## config.mk

```make
export PLATFORM = sky130hd
export DESIGN_NAME = hs_stream_io
export DESIGN_NICKNAME = d
export VERILOG_FILES = /design/src/rtl/hs_io_pkg.sv /design/src/rtl/hs_beat_port.sv /design/src/rtl/hs_stream_io.sv
export SDC_FILE = /design/constraint.sdc
export NUM_CORES = 2
export LEC_CHECK = 0
export ABC_AREA = 1
export CORE_AREA = 2 2 364 366
export CTS_CLUSTER_DIAMETER = 80
export DETAILED_ROUTE_END_ITERATION = 6
export DIE_AREA = 0 0 366 368
export GPL_TIMING_DRIVEN = 0
export SETUP_SLACK_MARGIN = 0.1
export SYNTH_ARGS = -nofsm -noshare
export SYNTH_HDL_FRONTEND = slang
export SYNTH_HIERARCHICAL = 1
export SYNTH_SLANG_ARGS = --single-unit
```

## constraint.sdc

```tcl
create_clock -name clk -period 36.9 [get_ports clk]
set_clock_uncertainty 0.2 [all_clocks]
set_input_delay 7.38 -clock clk [delete_from_list [all_inputs] [get_ports clk]]
set_output_delay 7.38 -clock clk [all_outputs]
set_load 0.01 [all_outputs]
```

## src/rtl/hs_io_pkg.sv

```systemverilog
// hs_io_pkg: state encoding, default sizing and beat-count helpers shared by hs_stream_io.
package hs_io_pkg;
  typedef enum logic [2:0] {IDLE, LD_REQ, LD_REL, WAIT_HASH, UL_REQ, UL_REL} hs_state_t;
  localparam int DEF_BUS_W = 8;
  localparam int DEF_HDR_BITS = 640;
  localparam int DEF_HASH_BITS = 256;
  localparam int DEF_TIMEOUT_CYC = 1024;
  function automatic int beats(input int bits, input int bus_w);
    return bits / bus_w;
  endfunction
  function automatic int cnt_w(input int hdr_bits, input int hash_bits, input int bus_w);
    return $clog2((hdr_bits > hash_bits ? hdr_bits : hash_bits) / bus_w) + 1;
  endfunction
endpackage

```

## src/rtl/hs_beat_port.sv

```systemverilog
// hs_beat_port: four-phase rq/rdy beat sequencing; defining HS_WATCHDOG_EN adds a stall watchdog.
module hs_beat_port import hs_io_pkg::*; #(
  parameter int TIMEOUT_CYC = DEF_TIMEOUT_CYC
) (
  input  logic clk,
  input  logic rst,
  input  logic req_next,
  input  logic rel,
  input  logic rdy,
  output logic rq,
  output logic beat_ack,
  output logic beat_go,
  output logic timeout
);
  if (TIMEOUT_CYC < 1) begin : g_bad_timeout
    $error("TIMEOUT_CYC must be positive");
  end
  always_ff @(posedge clk or posedge rst) begin
    if (rst) rq <= 1'b0;
    else rq <= req_next;
  end
  assign beat_ack = rq & rdy;
  assign beat_go = rel & ~rdy;
`ifdef HS_WATCHDOG_EN
  localparam int WD_W = $clog2(TIMEOUT_CYC + 1);
  logic [WD_W-1:0] wd;
  // counts cycles spent in one handshake phase; any phase change restarts it
  assign timeout = (rq || rel) && wd == WD_W'(TIMEOUT_CYC - 1);
  always_ff @(posedge clk or posedge rst) begin
    if (rst) wd <= '0;
    else wd <= (!(rq || rel) || beat_ack || beat_go || timeout) ? '0 : wd + WD_W'(1);
  end
`else
  assign timeout = 1'b0;
`endif
endmodule

```

## src/rtl/hs_stream_io.sv

```systemverilog
// hs_stream_io: loads a header over four-phase rq/rdy, then streams the hash back MSB-first.
// Optional handshake watchdog: define HS_WATCHDOG_EN.
module hs_stream_io import hs_io_pkg::*; #(
  parameter int BUS_W = DEF_BUS_W,
  parameter int HDR_BITS = DEF_HDR_BITS,
  parameter int HASH_BITS = DEF_HASH_BITS,
  parameter int TIMEOUT_CYC = DEF_TIMEOUT_CYC
) (
  input  logic                 clk,
  input  logic                 rst,
  input  logic                 start,
  input  logic                 abort,
  input  logic [BUS_W-1:0]     din,
  input  logic                 rdy,
  output logic                 rq,
  output logic [BUS_W-1:0]     dout,
  output logic                 done,
  output logic [HDR_BITS-1:0]  hdr,
  output logic                 hdr_valid,
  input  logic [HASH_BITS-1:0] hash_in,
  input  logic                 hash_valid,
  output logic                 err
);
  localparam int HDR_BEATS = beats(HDR_BITS, BUS_W);
  localparam int HASH_BEATS = beats(HASH_BITS, BUS_W);
  localparam int CNT_W = cnt_w(HDR_BITS, HASH_BITS, BUS_W);
  if (HDR_BITS % BUS_W != 0 || HASH_BITS % BUS_W != 0) begin : g_bad_width
    $error("HDR_BITS and HASH_BITS must be multiples of BUS_W");
  end
  hs_state_t state, state_n;
  logic [CNT_W-1:0] cnt;
  logic [HASH_BITS-1:0] sreg;
  logic beat_ack, beat_go, timeout, kill;
  hs_beat_port #(.TIMEOUT_CYC(TIMEOUT_CYC)) u_port (
    .clk      (clk),
    .rst      (rst),
    .req_next (state_n == LD_REQ || state_n == UL_REQ),
    .rel      (state == LD_REL || state == UL_REL),
    .rdy      (rdy),
    .rq       (rq),
    .beat_ack (beat_ack),
    .beat_go  (beat_go),
    .timeout  (timeout)
  );
  // abort and watchdog expiry share one exit path and take priority over rdy
  assign kill = state != IDLE && (abort || timeout);
  assign done = state == UL_REQ || state == UL_REL;
  assign dout = sreg[HASH_BITS-1 -: BUS_W];
  always_comb begin
    state_n = state;
    case (state)
      IDLE:      state_n = start ? LD_REQ : IDLE;
      LD_REQ:    state_n = beat_ack ? LD_REL : LD_REQ;
      LD_REL:    state_n = !beat_go ? LD_REL : cnt == CNT_W'(HDR_BEATS) ? WAIT_HASH : LD_REQ;
      WAIT_HASH: state_n = hash_valid ? UL_REQ : WAIT_HASH;
      UL_REQ:    state_n = beat_ack ? UL_REL : UL_REQ;
      UL_REL:    state_n = !beat_go ? UL_REL : cnt == CNT_W'(HASH_BEATS) ? IDLE : UL_REQ;
      default:   state_n = IDLE;
    endcase
    if (kill) state_n = IDLE;
  end
  always_ff @(posedge clk or posedge rst) begin
    if (rst) begin
      state <= IDLE;
      cnt <= '0;
      hdr <= '0;
      sreg <= '0;
      hdr_valid <= 1'b0;
      err <= 1'b0;
    end else begin
      state <= state_n;
      hdr_valid <= state == LD_REL && state_n == WAIT_HASH;
      err <= kill;
      if ((state == IDLE && state_n == LD_REQ) || (state == WAIT_HASH && state_n == UL_REQ)) cnt <= '0;
      else if (beat_ack && !kill) cnt <= cnt + CNT_W'(1);
      if (state == LD_REQ && state_n == LD_REL) hdr <= {hdr[HDR_BITS-BUS_W-1:0], din};
      if (state == WAIT_HASH && state_n == UL_REQ) sreg <= hash_in;
      else if (state == UL_REQ && state_n == UL_REL) sreg <= {sreg[HASH_BITS-BUS_W-1:0], {BUS_W{1'b0}}};
    end
  end
endmodule

```

---- Word level (Yosys, flattened, before mapping) ----
Index checks and enable logic that the tools add are counted.
word-level totals
  bits of input ports ..................... 270
  flip-flop bits (word level) ............. 910
  word-level logic and storage cells ...... 53
  output and inout port bits .............. 652
operators by class
  reductions and logical operators ........ 16
  $add $sub $neg .......................... 1
  equal/unequal tests ..................... 12
  bitwise logic cells ..................... 3
  muxes and demuxes ....................... 14
operators with widths
  operator             number
  $mux 256             2
  $pmux 3 s6           1
  $mux 8               2
  $eq 3x2->1 const B   4
  $eq 3x3->1 const B   4
  $mux 3               4
  $add 8x1->8 const B  1
  $eq 8x6->1 const B   1
  $eq 8x7->1 const B   1
  $logic_and 1x1->1    7
  $eq 3x1->1 const B   2
  $mux 2               3
  $logic_or 1x1->1     4
  $reduce_bool 2->1    2
  $logic_not 3->1      1
  $reduce_bool 3->1    1
  $and 1x1->1          2
  $mux 1               2
  $logic_not 1->1      1
  $not 1->1            1

---- Depth between registers and ports, before layout ----
  depth in word-level cells ............... 10
  depth in mapped cells ................... 18
  gate-level depth less buffers ........... 15

---- Cells and area by module ----
Netlist, hierarchy kept.
by module, submodules not included
  module        area an instance (sq um)  instances  cells an instance
  hs_stream_io  40955.5                   1          5058
  hs_beat_port  55.1                      1          8

---- Least setup slack after synthesis ----
OpenSTA, ideal clock, no wires.
  kind .................................... input -> register
  start point ............................. input port rdy
  end point ............................... register sreg[102]
  arrival time ............................ 8766 ps
  stages on the path ...................... 11
  slack ................................... 27867 ps
  required time ........................... 36634 ps
  path buffers ............................ 2
  library setup time ...................... 66 ps
  cell sequence ........................... nor2_1 > inv_1 > nand3_1 > nand2_1 > nor2_1 > nand2_1 > nand3_1 > clkbuf_1 > buf_1 > nand3_1 > nand2_1
on the way
  longest elaborated chain between the ends .. 8
  elaborated cells between the ends (all ways) .. 15
RTL lines
  element                                        line                                    RTL
  start, declared                                hs_stream_io.sv:14                      input logic rdy,
  $not 1->1                                      hs_beat_port.sv:23                      assign beat_go = rel & ~rdy;
  $and 1x1->1                                    hs_beat_port.sv:23
  $mux 3 or $mux 2 (tied branches)               hs_stream_io.sv:57, hs_stream_io.sv:54
  $pmux 3 s6 (*)                                 hs_stream_io.sv:51                      case (state)
  $mux 3 (*)                                     hs_stream_io.sv:60                      if (kill) state_n = IDLE;
  $eq 3x3->1, on equally long branches           hs_stream_io.sv:77, hs_stream_io.sv:78
  $logic_and 1x1->1, on equally long branches    hs_stream_io.sv:77, hs_stream_io.sv:78
  $mux 256 or $reduce_bool 2->1 (tied branches)  --
  end signal, assigned                           hs_stream_io.sv:77                      if (state == WAIT_HASH && state_n == UL_REQ) sreg <= hash_in;
  end signal, assigned                           hs_stream_io.sv:78                      else if (state == UL_REQ && state_n == UL_REL) sreg <= {sreg[HASH_BITS-BUS_W-1:0], {BUS_W{1'b0}}};
  end, declared                                  hs_stream_io.sv:32                      logic [HASH_BITS-1:0] sreg;
Mark *: on every way between the ends. The rest lies on a longest branch, timed or not.
A chain may end at the register's enable or synchronous reset.

---- Worst setup path in the final report ----
  start point ............................. input port rdy
  end point ............................... register sreg[112]
on the way
  elaborated cells between the ends (all ways) .. 15
RTL lines
  element                                        line                                    RTL
  $and 1x1->1 (*)                                hs_beat_port.sv:22                      assign beat_ack = rq & rdy;
  via beat_ack                                   hs_stream_io.sv:33                      logic beat_ack, beat_go, timeout, kill;
  $mux 1 or $mux 2 (tied branches)               hs_stream_io.sv:56, hs_stream_io.sv:53
  $pmux 3 s6 (*)                                 hs_stream_io.sv:51
  $mux 3 (*)                                     hs_stream_io.sv:60
  $eq 3x3->1, on equally long branches           hs_stream_io.sv:77, hs_stream_io.sv:78
  $logic_and 1x1->1, on equally long branches    hs_stream_io.sv:77, hs_stream_io.sv:78
  $mux 256 or $reduce_bool 2->1 (tied branches)  --
Mark *: on every way through the listed nets, which the timed path passes. The rest lies on a longest branch.

==> impl_metrics.ini <==
[status]
outcome = complete, no violations

[placement]
place_hpwl_um = 120000
pre_cts_ws_ns = 26.04
io_buffers = 921
globalplace.congestion = 0.927

[yosys]
syn_nets = 5338
synth_compound_area_share_pct = 7.99
synth_ff_type = dfrtp_1
netlist.top_cell.by_area = dfrtp_1
yosys.cell_count.top_type = nand2_1
yosysWarnings = 6
synthMuxAreaShare_pct = 0
synthAdderAreaFrac_pct = 0.0610
synth_xor_area_share_pct = 0.149
yosysSeqAreaShare_pct = 55.5
synth_top_family_by_area = simple AND/OR/NAND/NOR gates
yosys-top-cells-count = nand2_1 (1,360), inv_1 (937), dfrtp_1 (910)
synth_area_sq_um = 41000
synth_simple_gate_area_share_pct = 23.7
synth_edf_count = 0
yosys-top-cells-area = dfrtp_1 (56%), nand2_1 (12%), inv_1 (8.6%), nand4_1 (7.4%), o21ai_0 (5.5%)
yosysTopAreaCellShare_pct = 55.5
ys_ff_latch = 910
syn_avg_cell_area_sq_um = 8.10
syn_inst = 5066
async_reset_ff_share_pct = 100
synth.distinct_cells = 25

[setup_path]
crit_slowest_cell = clkbuf_1
endpoint_kind = register
ff2ff_setup_slack_ns = 33.05
cp_data_arrival_time_ns = 10.52
cp_cell_sequence = clkdlybuf4s50_1 > nand2_1 > inv_1 > inv_1 > nand2_1 > nand2_1 > inv_2 > nand2_1 > nand3_1 > clkbuf_1 > buf_1 > nand3_1 > nand2_1
worst-path-max-fanout = 10
critPathTopFamily = buffers and inverters
crit_path_frequent_cell = nand2_1
crit_buf_inv = 6
critical-path-max-stage-delay_ns = 0.77
start_kind = primary input
worstSetupPathType = primary input to register
worstPathRequired_ns = 37.35

[cts]
path_clk_slew_ns = 0.06
clk_latency_ns = 0.73
cts_buffer_depth = 3
cts-htree-levels = 3
cts_buffers = 106
cts_resized = 0
cts_tree = built
holdBufCountCts = 0
clock_sinks = 910
cts-root-buf = clkbuf_16
post_cts_buffers = 0

[grt]
grt_pass1_wl_um = 236000
grt_pass1_vias = 37500
met3_usage_pct = 4.77
top_usage_layer = met2
grt_overflow = 0
antenna_found_initial = 33
grt_max_degree = 125
grt_util_met1_pct = 29.5
grt_util_met2_pct = 37.3
gr-usage-all-layers_pct = 22.8

[floorplanning]
io_pins = 922
rows = 133
die_h_um = 368
fp.dieW_um = 366
die_area_sq_um = 135000
core_area_sq_um = 131000
initial_utilization_pct = 31.4

[detailed_routing]
drc = 0
drt-initial-drc-count = 3311
via_count = 38000
first_pass_iters = 6
routedWlPerCell_um = 19.7
wirelength_um = 157000
viasPerCell = 4.77
postRouteAntennaNets = 0

[power_and_ir_drop]
leakagePower_uw = 0.0255
p_per_area_nw_per_um2 = 51.6
vdd_ir_drop_max_mv = 0.0449

[timing]
finalSetupViolCount = 0
finalCritPeriodShare_pct = 27.3
grt_setup_unrepaired = no
tns_ns = 0
drv_slew = 0
tightest_slew_ns = 1.20
period_minus_slack_ns = 10.08
finalWorstSetupSlack_ns = 26.82
clock.fmax_mhz = 99.3
relSlewSlack_pct = 20.0
hold_viol = 0

[hold_path]
hold_class = register to register

[layout]
area_delta_synth_final_pct = 37.3
drive_gt1_share_pct = 4.78
finish.net_count = 6375

[run]
drv_cap = 0
-- sequential cells by signal, indices dropped and copies added, names as in the netlist --
| register | count |
|---|---|
| err | 1 |
| cnt | 8 |
| state | 3 |
| hdr | 640 |
| u_port/rq | 1 |
| hdr_valid | 1 |
| sreg | 256 |
-- layout by cell type (no fill, tap or decap), types with 4 or more instances in the layout --
cell type / count
inv_2: 5
clkbuf_8: 22
o21ai_0: 452
inv_6: 4
buf_1: 42
nor2_1: 20
clkinv_4: 6
xor2_1: 7
buf_16: 8
o21ai_1: 197
clkbuf_16: 106
nand4_1: 488
clkbuf_1: 263
clkinv_16: 4
bufinv_16: 7
buf_2: 94
buf_4: 10
diode_2: 26
inv_1: 936
nand2_1: 1360
dfrtp_1: 910
nor3_1: 6
clkdlybuf4s50_1: 921
clkinv_2: 19
nand3_1: 280
-- metal layers --
| layer | routed length (um) | vias up |
|---|---|---|
| met4 | 5720 | 14 |
| met3 | 10200 | 262 |
| met2 | 73600 | 1274 |
| li1 | - | 18200 |
| met1 | 67100 | 18300 |
| met5 | 78 | - |
-- path summary, 6_finish.rpt --
path                             end  cells after the start  startpoint
max in group asynchronous   sreg[22]                      5         rst
setup / recovery           sreg[112]                     13         rdy
hold / removal              hdr[632]                      2    hdr[632]
setup reg to reg           sreg[112]                     16    state[2]
min in group asynchronous  u_port/rq                      2         rst
hold reg to reg             hdr[632]                      2    hdr[632]
-- power by group --
group	switching, uW	internal, uW	leakage (uW)
sequential	61.4	1080	0.0127
clock	456	627	0.00177
combinational	505	174	0.0111
-- cell type report --
type                       instances  area, sq um
antenna                           26         65.1
buffer                           391         1620
clock buffer                     146         3020
clock inverter                    45          579
fill                           13100        74500
inverter                         944         3550
multi-input combinational       2821        13100
sequential                       910        22800
tap                             1755         2200
timing repair buffer             929         9440
-- worst reg2reg max path, stage by stage, from the launching register on --
cell and delay, ns:
dfrtp_1 0.42, buf_2 0.20, nor2_1 0.16, nand2_1 0.12
nand2_1 0.07, inv_1 0.04, nor2_1 0.18, inv_1 0.09
nand3_1 0.08, nand2_1 0.05, nor2_1 0.09, nand2_1 0.29
nand3_1 0.32, clkbuf_1 0.77, buf_1 0.47, nand3_1 0.14
nand2_1 0.10
-- logic make-up after synthesis --
| kind of cell | after synthesis |
|---|---|
| and+or+nand+nor | 2158 |
| buffers and inverters | 1335 |
| DFF | 910 |
| AOI/OAI and AO/OA | 653 |
| xor gates and xnor gates | 7 |
| adders and majority gates | 2 |
| other | 1 |
-- through the flow --
step	instance area, sq um	hold slack (ns)	utilization (%)	total power, uW	cells
6_report	56300	0.289	43.1	2910	7967
5_1_grt	56300	0.318	43.0	3060	7957
4_1_cts	56300	0.287	43.0	2930	7941
3_5_place_dp	52700	0.272	40.3	1840	7750
3_3_place_gp	52400	0.267	40.1	1830	7742
2_1_floorplan	41000	0.266	-	1560	5066
Note: power is estimated with default switching activity, not from simulation.
